`src/rtl/shift_scheduler_pkg.sv`:
```
// shift_scheduler_pkg: shared widths, shift op encodings and FSM state encodings
package shift_scheduler_pkg;
    localparam int DEF_WIDTH = 32;
    localparam int DEF_SHIFT_WIDTH = 5;
    localparam int DEF_OPS = 2;
    localparam logic [1:0] LEFT_SHIFTA = 2'b00;
    localparam logic [1:0] LEFT_SHIFTL = 2'b01;
    localparam logic [1:0] RIGHT_SHIFTA = 2'b10;
    localparam logic [1:0] RIGHT_SHIFTL = 2'b11;
    typedef enum logic [1:0] {
        ST_IDLE = 2'd0,
        ST_SHIFT = 2'd1,
        ST_RESP = 2'd2
    } state_t;
endpackage

```
`src/rtl/shift_scheduler_if.sv`:
```
// shift_scheduler_if: two request ports plus one response port with backpressure
//   master: the two requesters and the response consumer
//   slave : the scheduler
interface shift_scheduler_if
    import shift_scheduler_pkg::*;
#(
    parameter int WIDTH = DEF_WIDTH,
    parameter int SHIFT_WIDTH = DEF_SHIFT_WIDTH,
    parameter int OPS = DEF_OPS
);
    logic i_req0_valid;
    logic i_req1_valid;
    logic [WIDTH-1:0] i_req0_data;
    logic [WIDTH-1:0] i_req1_data;
    logic [SHIFT_WIDTH-1:0] i_req0_shift;
    logic [SHIFT_WIDTH-1:0] i_req1_shift;
    logic [OPS-1:0] i_req0_op;
    logic [OPS-1:0] i_req1_op;
    logic o_req0_ready;
    logic o_req1_ready;
    logic o_rsp_valid;
    logic [WIDTH-1:0] o_rsp_data;
    logic o_rsp_id;
    logic i_rsp_ready;

    modport slave (
        input i_req0_valid, i_req1_valid, i_req0_data, i_req1_data,
              i_req0_shift, i_req1_shift, i_req0_op, i_req1_op, i_rsp_ready,
        output o_req0_ready, o_req1_ready, o_rsp_valid, o_rsp_data, o_rsp_id
    );

    modport master (
        output i_req0_valid, i_req1_valid, i_req0_data, i_req1_data,
               i_req0_shift, i_req1_shift, i_req0_op, i_req1_op, i_rsp_ready,
        input o_req0_ready, o_req1_ready, o_rsp_valid, o_rsp_data, o_rsp_id
    );
endinterface

```
`src/rtl/shifter.sv`:
```
// shifter: combinational barrel shifter, output is zero unless i_start is high
//   i_start: enable, i_data/i_shift/i_op: operand, amount and operation, o_data: result
module shifter
    import shift_scheduler_pkg::*;
#(
    parameter int WIDTH = DEF_WIDTH,
    parameter int SHIFT_WIDTH = DEF_SHIFT_WIDTH,
    parameter int OPS = DEF_OPS
) (
    input  logic                   i_start,
    input  logic [WIDTH-1:0]       i_data,
    input  logic [SHIFT_WIDTH-1:0] i_shift,
    input  logic [OPS-1:0]         i_op,
    output logic [WIDTH-1:0]       o_data
);
    // kept in its own signed net so the unsigned ternary below cannot turn >>> logical
    logic signed [WIDTH-1:0] asr;

    always_comb asr = $signed(i_data) >>> i_shift;

    always_comb
        o_data = !i_start ? '0 :
                 i_op == RIGHT_SHIFTA ? asr :
                 i_op == RIGHT_SHIFTL ? i_data >> i_shift :
                 i_data << i_shift;
endmodule

```
`src/rtl/shift_scheduler.sv`:
```
// shift_scheduler: round-robin share of one shifter between two requesters
//   i_clk, i_rst (async, active high)
//   bus.slave: req0/req1 valid/ready + operand, response valid/ready + data + id
module shift_scheduler
    import shift_scheduler_pkg::*;
#(
    parameter int WIDTH = DEF_WIDTH,
    parameter int SHIFT_WIDTH = DEF_SHIFT_WIDTH,
    parameter int OPS = DEF_OPS
) (
    input logic i_clk,
    input logic i_rst,
    shift_scheduler_if.slave bus
);
    state_t state, state_nx;
    logic ptr, grant1, start, op_id, res_id;
    logic [WIDTH-1:0] op_data, res_data, sh_out;
    logic [SHIFT_WIDTH-1:0] op_shift;
    logic [OPS-1:0] op_op;

    // req1 wins when alone or when both request and it is req1's turn
    always_comb grant1 = bus.i_req1_valid && (!bus.i_req0_valid || ptr);

    always_ff @(posedge i_clk or posedge i_rst)
        if (i_rst) state <= ST_IDLE;
        else state <= state_nx;

    always_comb
        state_nx = state == ST_IDLE ? ((bus.i_req0_valid || bus.i_req1_valid) ? ST_SHIFT : ST_IDLE) :
                   state == ST_SHIFT ? ST_RESP :
                   bus.i_rsp_ready ? ST_IDLE : ST_RESP;

    always_comb begin
        bus.o_req0_ready = !i_rst && state == ST_IDLE && bus.i_req0_valid && !grant1;
        bus.o_req1_ready = !i_rst && state == ST_IDLE && grant1;
        bus.o_rsp_valid = state == ST_RESP;
        bus.o_rsp_data = res_data;
        bus.o_rsp_id = res_id;
        start = state == ST_SHIFT;
    end

    always_ff @(posedge i_clk or posedge i_rst)
        if (i_rst) begin
            ptr <= 1'b0;
            op_data <= '0;
            op_shift <= '0;
            op_op <= '0;
            op_id <= 1'b0;
            res_data <= '0;
            res_id <= 1'b0;
        end else begin
            if (bus.o_req0_ready || bus.o_req1_ready) begin
                op_data <= grant1 ? bus.i_req1_data : bus.i_req0_data;
                op_shift <= grant1 ? bus.i_req1_shift : bus.i_req0_shift;
                op_op <= grant1 ? bus.i_req1_op : bus.i_req0_op;
                op_id <= grant1;
            end
            if (start) begin
                res_data <= sh_out;
                res_id <= op_id;
            end
            if (bus.o_rsp_valid && bus.i_rsp_ready) ptr <= !res_id;
        end

    shifter #(.WIDTH(WIDTH), .SHIFT_WIDTH(SHIFT_WIDTH), .OPS(OPS)) u_shifter (
        .i_start(start),
        .i_data(op_data),
        .i_shift(op_shift),
        .i_op(op_op),
        .o_data(sh_out)
    );
endmodule

```
`src/flat_wrapper.sv`:
```
// flat-port wrapper written by rule: the top's interface ports become plain ports
module shift_scheduler_flat import shift_scheduler_pkg::*;
#(
    parameter int WIDTH = DEF_WIDTH,
    parameter int SHIFT_WIDTH = DEF_SHIFT_WIDTH,
    parameter int OPS = DEF_OPS
)
  (i_clk, i_rst, bus_i_req0_valid, bus_i_req1_valid, bus_i_req0_data, bus_i_req1_data, bus_i_req0_shift, bus_i_req1_shift, bus_i_req0_op, bus_i_req1_op, bus_i_rsp_ready, bus_o_req0_ready, bus_o_req1_ready, bus_o_rsp_valid, bus_o_rsp_data, bus_o_rsp_id);
  shift_scheduler_if #(.WIDTH(WIDTH), .SHIFT_WIDTH(SHIFT_WIDTH), .OPS(OPS)) bus_i ();
  input logic i_clk;
  input logic i_rst;
  input wire logic [$bits(bus_i.i_req0_valid)-1:0] bus_i_req0_valid;
  input wire logic [$bits(bus_i.i_req1_valid)-1:0] bus_i_req1_valid;
  input wire logic [$bits(bus_i.i_req0_data)-1:0] bus_i_req0_data;
  input wire logic [$bits(bus_i.i_req1_data)-1:0] bus_i_req1_data;
  input wire logic [$bits(bus_i.i_req0_shift)-1:0] bus_i_req0_shift;
  input wire logic [$bits(bus_i.i_req1_shift)-1:0] bus_i_req1_shift;
  input wire logic [$bits(bus_i.i_req0_op)-1:0] bus_i_req0_op;
  input wire logic [$bits(bus_i.i_req1_op)-1:0] bus_i_req1_op;
  input wire logic [$bits(bus_i.i_rsp_ready)-1:0] bus_i_rsp_ready;
  output wire logic [$bits(bus_i.o_req0_ready)-1:0] bus_o_req0_ready;
  output wire logic [$bits(bus_i.o_req1_ready)-1:0] bus_o_req1_ready;
  output wire logic [$bits(bus_i.o_rsp_valid)-1:0] bus_o_rsp_valid;
  output wire logic [$bits(bus_i.o_rsp_data)-1:0] bus_o_rsp_data;
  output wire logic [$bits(bus_i.o_rsp_id)-1:0] bus_o_rsp_id;
  assign bus_i.i_req0_valid = bus_i_req0_valid;
  assign bus_i.i_req1_valid = bus_i_req1_valid;
  assign bus_i.i_req0_data = bus_i_req0_data;
  assign bus_i.i_req1_data = bus_i_req1_data;
  assign bus_i.i_req0_shift = bus_i_req0_shift;
  assign bus_i.i_req1_shift = bus_i_req1_shift;
  assign bus_i.i_req0_op = bus_i_req0_op;
  assign bus_i.i_req1_op = bus_i_req1_op;
  assign bus_i.i_rsp_ready = bus_i_rsp_ready;
  assign bus_o_req0_ready = bus_i.o_req0_ready;
  assign bus_o_req1_ready = bus_i.o_req1_ready;
  assign bus_o_rsp_valid = bus_i.o_rsp_valid;
  assign bus_o_rsp_data = bus_i.o_rsp_data;
  assign bus_o_rsp_id = bus_i.o_rsp_id;
  shift_scheduler #(.WIDTH(WIDTH), .SHIFT_WIDTH(SHIFT_WIDTH), .OPS(OPS)) u_core (.i_clk(i_clk), .i_rst(i_rst), .bus(bus_i));
endmodule
```
`config.mk`:
```
export PLATFORM = sky130hd
export DESIGN_NAME = shift_scheduler_flat
export DESIGN_NICKNAME = d
export VERILOG_FILES = /design/src/rtl/shift_scheduler_pkg.sv /design/src/rtl/shift_scheduler_if.sv /design/src/rtl/shifter.sv /design/src/rtl/shift_scheduler.sv /design/src/flat_wrapper.sv
export SDC_FILE = /design/constraint.sdc
export NUM_CORES = 1
export LEC_CHECK = 0
export CAP_MARGIN = 10
export CORE_MARGIN = 8
export CORE_UTILIZATION = 55
export CTS_CLUSTER_DIAMETER = 40
export DETAILED_ROUTE_END_ITERATION = 6
export PLACE_DENSITY = 0.82
export SLEW_MARGIN = 20
export SYNTH_ARGS = -nofsm -noshare
export SYNTH_HDL_FRONTEND = slang
export SYNTH_HIERARCHICAL = 1
export SYNTH_SLANG_ARGS = --single-unit
```
`constraint.sdc`:
```
create_clock -name i_clk -period 5.2 [get_ports i_clk]
set_input_delay 1.3 -clock i_clk [delete_from_list [all_inputs] [get_ports i_clk]]
set_output_delay 1.3 -clock i_clk [all_outputs]
set_load 0.005 [all_outputs]
```
# After elaboration in Yosys (flattened, before gate mapping)
# Cells that the tools add are included.
dict set report classes {
  eq_ne 4
  muxes 9
  n_shift 3
  n_reduce_logical 14
}
# op count
set ops {}
lappend ops {{$mux W32} 3}
lappend ops {{$shl A32 B5 Y32} 1}
lappend ops {{$shr A32 B5 Y32} 1}
lappend ops {{$sshr A32 B5 Y32} 1}
lappend ops {{$mux W2} 4}
lappend ops {{$eq A2 B2 Y1 const B} 3}
lappend ops {{$logic_and A1 B1 Y1} 6}
lappend ops {{$mux W5} 1}
lappend ops {{$logic_not A1 Y1} 4}
lappend ops {{$logic_or A1 B1 Y1} 3}
lappend ops {{$eq A2 B1 Y1 const B} 1}
lappend ops {{$logic_not A2 Y1} 1}
lappend ops {{$mux W1} 1}
dict set report word_totals {
  word_cells 38
  reg_bits 76
  input_bits 83
  out_inout_bits 36
}

# Depth between registers and ports, before layout
# Gate-level depths: netlist of the first run.
dict set report logic_depth {
  word_depth 6
  depth_mapped 10
  depth_no_buf 6
}

# Modules after synthesis
# Netlist of the first run, hierarchy kept.
# module n_inst area_each_um2 cells_each seq_area_each_um2
set by_module_without_submodules {}
lappend by_module_without_submodules {shifter 1 4260.3 567 0.0}
lappend by_module_without_submodules {shift_scheduler 1 3146.8 226 1901.8}

# Worst setup path after synthesis of the first run
# OpenSTA, ideal clock, no wires.
dict set report synth_timing {
  path_kind {input to output}
  start {input port i_rst}
  end {output port bus_o_req1_ready}
  path_slack_ns 0.191
  t_required_ns 3.900
  path_buffers 1
  path_stages 4
  arrival_time_ns 3.709
  cell_sequence {inv_1 o2111ai_1 clkbuf_1 inv_1}
}
dict set report synth_between {
  elab_chain_len 3
}
# item line_no
set synth_lines {}
lappend synth_lines {{start, declared} flat_wrapper.sv:11} ;# input logic i_rst;
lappend synth_lines {{$logic_not A1 Y1 (no source line)} -}
lappend synth_lines {{$logic_and A1 B1 Y1 (2 in a row)} shift_scheduler.sv:35} ;# bus.o_req1_ready = !i_rst && state == ST_IDLE && grant1;
lappend synth_lines {{end, declared} flat_wrapper.sv:22} ;# output wire logic [$bits(bus_i.o_req1_ready)-1:0] bus_o_req1_ready;
# Every way passes these cells.

# Worst setup path after layout of the first run
dict set report layout_timing {
  start {input port i_rst}
  end {output port bus_o_req0_ready}
}
dict set report layout_between {
  elab_chain_len 4
}
# item line_no
set layout_lines {}
lappend layout_lines {{$logic_not A1 Y1 (no source line)} -}
lappend layout_lines {{$logic_and A1 B1 Y1 (3 in a row)} shift_scheduler.sv:34} ;# bus.o_req0_ready = !i_rst && state == ST_IDLE && bus.i_req0_valid && !grant1;
lappend layout_lines {{end, declared} flat_wrapper.sv:21} ;# output wire logic [$bits(bus_i.o_req0_ready)-1:0] bus_o_req0_ready;
# Every way passes these cells.

==> results of run 1 <==
## worst paths after layout
check / from / to / slack, ps / depth (start not counted)
hold / removal: u_core/bus.o_rsp_data[8] / u_core/bus.o_rsp_data[8] / 510 / 1
setup / recovery: i_rst / bus_o_req0_ready / 680 / 4
setup reg to reg: u_core/op_shift[0] / u_core/bus.o_rsp_data[18] / 1700 / 7
hold reg to reg: u_core/bus.o_rsp_data[8] / u_core/bus.o_rsp_data[8] / 510 / 1
max in group asynchronous: i_rst / u_core/op_shift[0] / 2810 / 3
min in group asynchronous: i_rst / u_core/state[0] / 1700 / 3
## sequential cells by signal, summed over array words and instances (netlist names)
name / count
u_core/op_op: 2
u_core/ptr: 1
u_core/state: 2
u_core/bus.o_rsp_data: 32
u_core/op_shift: 5
u_core/op_id: 1
u_core/bus.o_rsp_id: 1
u_core/op_data: 32
## cells by family (layout without fill, tap and decap cells)
family	Yosys count	after routing
AND/OR/NAND/NOR	251	251
AO/OA/AOI/OAI	225	225
multiplexers	150	150
buffers and inverters	91	162
flip-flops	76	76
## final cells by class
type / count / area share
Clock buffer: 11 / 0.0262
Clock inverter: 5 / 0.00959
Inverter: 11 / 0.00465
Multi-Input combinational cell: 626 / 0.572
Sequential cell: 76 / 0.215
Tap cell: 176 / 0.0248
Timing Repair Buffer: 135 / 0.147
## power groups by stage
stage | Sequential, W | Combinational [W] | Clock, W
finish | 0.00149 | 0.00466 | 0.000692
global route | 0.00155 | 0.00484 | 0.000729
CTS | 0.00146 | 0.00445 | 0.000701
detailed placement | 0.00147 | 0.00442 | 0
global placement | 0.00144 | 0.00440 | 0
floorplan | 0.00113 | 0.00326 | 0
## cells in the final DEF (no fill, tap or decap), types with 7 or more instances in the layout
cell	count
a211oi_1	16
a21oi_1	21
a22oi_1	15
a31oi_1	19
and2_1	7
buf_4	17
clkbuf_16	9
clkdlybuf4s50_1	118
dfrtp_1	71
inv_1	8
mux2_1	10
mux2_2	59
mux2i_1	43
mux4_2	37
nand2_1	75
nand2b_1	11
nand3_1	19
nand4_1	8
nor2_1	49
nor2b_1	11
nor3_1	12
o211ai_1	19
o21ai_0	30
o221a_2	41
o22ai_1	12
or3_1	43
## worst reg2reg max path, cell delays in order, from the launching register on
cell       delay (ps)
dfrtp_4          1030
buf_4             450
mux2i_1           480
mux2_2            380
nor2_1             90
a2111oi_1         560
o21ai_1           110
mux2_2            290
## per-stage QoR
stage               area, um2  setup slack, ps  hold slack [ps]
floorplan                7410              191              471
global placement         8560              793              489
detailed placement       8560              693              495
CTS                      8880              676              509
global route             8880              480              527
finish                   8880              682              505
## routing by layer
layer	GRT usage	wire length (um)	vias up
li1	-	-	3246
met1	0.425	11200	3703
met2	0.508	13100	651
met3	0.0957	3620	117
met4	0.209	1770	0
met5	0	0	-
==> results_dict.tcl, run 1 <==
set metrics [dict create \
    power_per_cell_area_nw_per_um2 771 \
    hold_viol_final 0 \
    finalClockSkew_ps 5.22 \
    dr.first_iter.drc_count 1407 \
    share_of_the_yosys_chip_area_belonging_to_registers 0.257 \
    synth_top_area_share 0.257 \
    power.ir.vdd_worst_mv 0.433 \
    number_of_instances_in_the_placed_design 1024 \
    multiInputGateArea_um2 5080 \
    critPathTopFamily "buffers and inverters" \
    die_h_um 132 \
    clockPowerShare 0.101 \
    grt_antenna_before_repair 0 \
    yosys.cell_count.top_type "dfrtp_1" \
    die_area_um2 17400 \
    post_cts_hold_buffers 0 \
    drtPass1Iterations 7 \
    dominant_cell_type_by_count_on_the_critical_path "clkdlybuf4s50_1" \
    cp_slowest_cell "or4b_4" \
    critPathArrivalTime_ps 3220 \
    synth_largest_area_cell "dfrtp_1" \
    post-dp-hpwl_um 21300 \
    number_of_synthesized_flops_with_an_enable_pin 0 \
    power_leakage_nw 3.29 \
    count_of_inserted_antenna_diode_cells 0 \
    synth-compound-area-share 0.237 \
    synthToLayoutAreaGrowth_pct 19.8 \
    seq_power_share 0.218 \
    outcome "finished, violations left" \
    nets 942 \
    cap_violations 0 \
    portBuffers 118 \
    tns_ps 0 \
    wirelength_um 29800 \
    grt_setup_unrepaired "false" \
    cts_htree_levels 3 \
    final_period_minus_worst_setup_slack_ps 4520 \
    post_synth_and_or_nand_nor_area_fraction 0.167 \
    clk_latency_ps 360 \
    synth.mux.area_fraction 0.279 \
    power.internal_w 0.00328 \
    maxSlewViolCount 0 \
    largest_family_of_logic_cells_by_synthesized_area "multiplexers" \
    hp-class "reg2reg" \
    fmaxAchievable_mhz 221 \
    grt_overflow 0 \
    synth_cell_count_leaders "dfrtp_1 (76), nand2_1 (75), mux2_2 (59)" \
    cts_tree "built" \
    power.switching_fraction 0.521 \
    timing.critical_path.to_type "output port" \
    slew_headroom 0.305 \
    floorplan.rows 42 \
    cp-start-kind "input port" \
    worst_pin_slew_ps 1040 \
    maximum_net_fanout_on_the_critical_path 40 \
    avgViaCountPerCell 7.42 \
    overall_power_after_layout_w 0.00684 \
    synthArstFlopShare 1.00 \
    post_route_cells_drive_above_1_share 0.219 \
    final-seq-area_um2 1910 \
    synth_top_cells_by_area "dfrtp_1 (26%), mux4_2 (11%), mux2_2 (9.0%), o221a_2 (6.2%), mux2i_1 (5.8%)" \
    worst_setup_hold_path_clk_slew_ps 60 \
    vias 7717 \
    finish.cell_count_without_fillers 1040 \
    first_global_vias 7632 \
    grt_start_max_net_pins 77 \
    detail_route.wl_per_cell_um 28.6 \
    critPathKind "in2out" \
    drtAntennaViolNets 0 \
    global_route_wire_length_before_repair_um 46000 \
    power.net_switching_w 0.00356 \
    synth_seq_cells 76 \
    cp_num_buf_inv 2 \
    numCtsBuffers 9 \
    final_core_util 0.673 \
    floorplan.initialDensity 0.562 \
    die_w_um 132 \
    synth-xor-area-share 0 \
    critPathRequiredTime_ps 3900 \
    drc 1 \
    clock_tree.buffer_depth 2 \
    ctsRootBufferMaster "clkbuf_16" \
    cts_num_sinks 76 \
    post_cts.resized_instances 0 \
    violations "DRC" \
    io_pins 119 \
    yosys.area_share.adder 0 \
    post_synth_instance_area_um2 7410 \
    report.final.setup_viol 0 \
    post_synth_inst_count 793 \
    synth_warnings 6 \
    place.gp.congestion 1.09 \
    power.share.combinational 0.681 \
    ys_types 69 \
    coreArea_um2 13200 \
    mappedNetlistNets 876 \
    total_global_route_track_usage 0.339 \
    post-cts-setup-buffer-count 0 \
    cp_slowest_stage_delay_ps 690 \
    layout_worst_path_cycle_share 0.869 \
    synthFlopType "dfrtp_1" \
    n_fill_cell 985 \
    avgSynthCellArea_um2 9.34 \
    worstPathCellList "clkdlybuf4s50_1 > or4b_4 > nor2_1 > clkdlybuf4s50_1" \
]
(Power assumes the default switching activity.)
==> inputs of run 2 (changes only) <==
- SKIP_LAST_GASP: not set -> 1
==> results of run 2 <==
Final layout, timing and power as in run 1 (identical DEF).
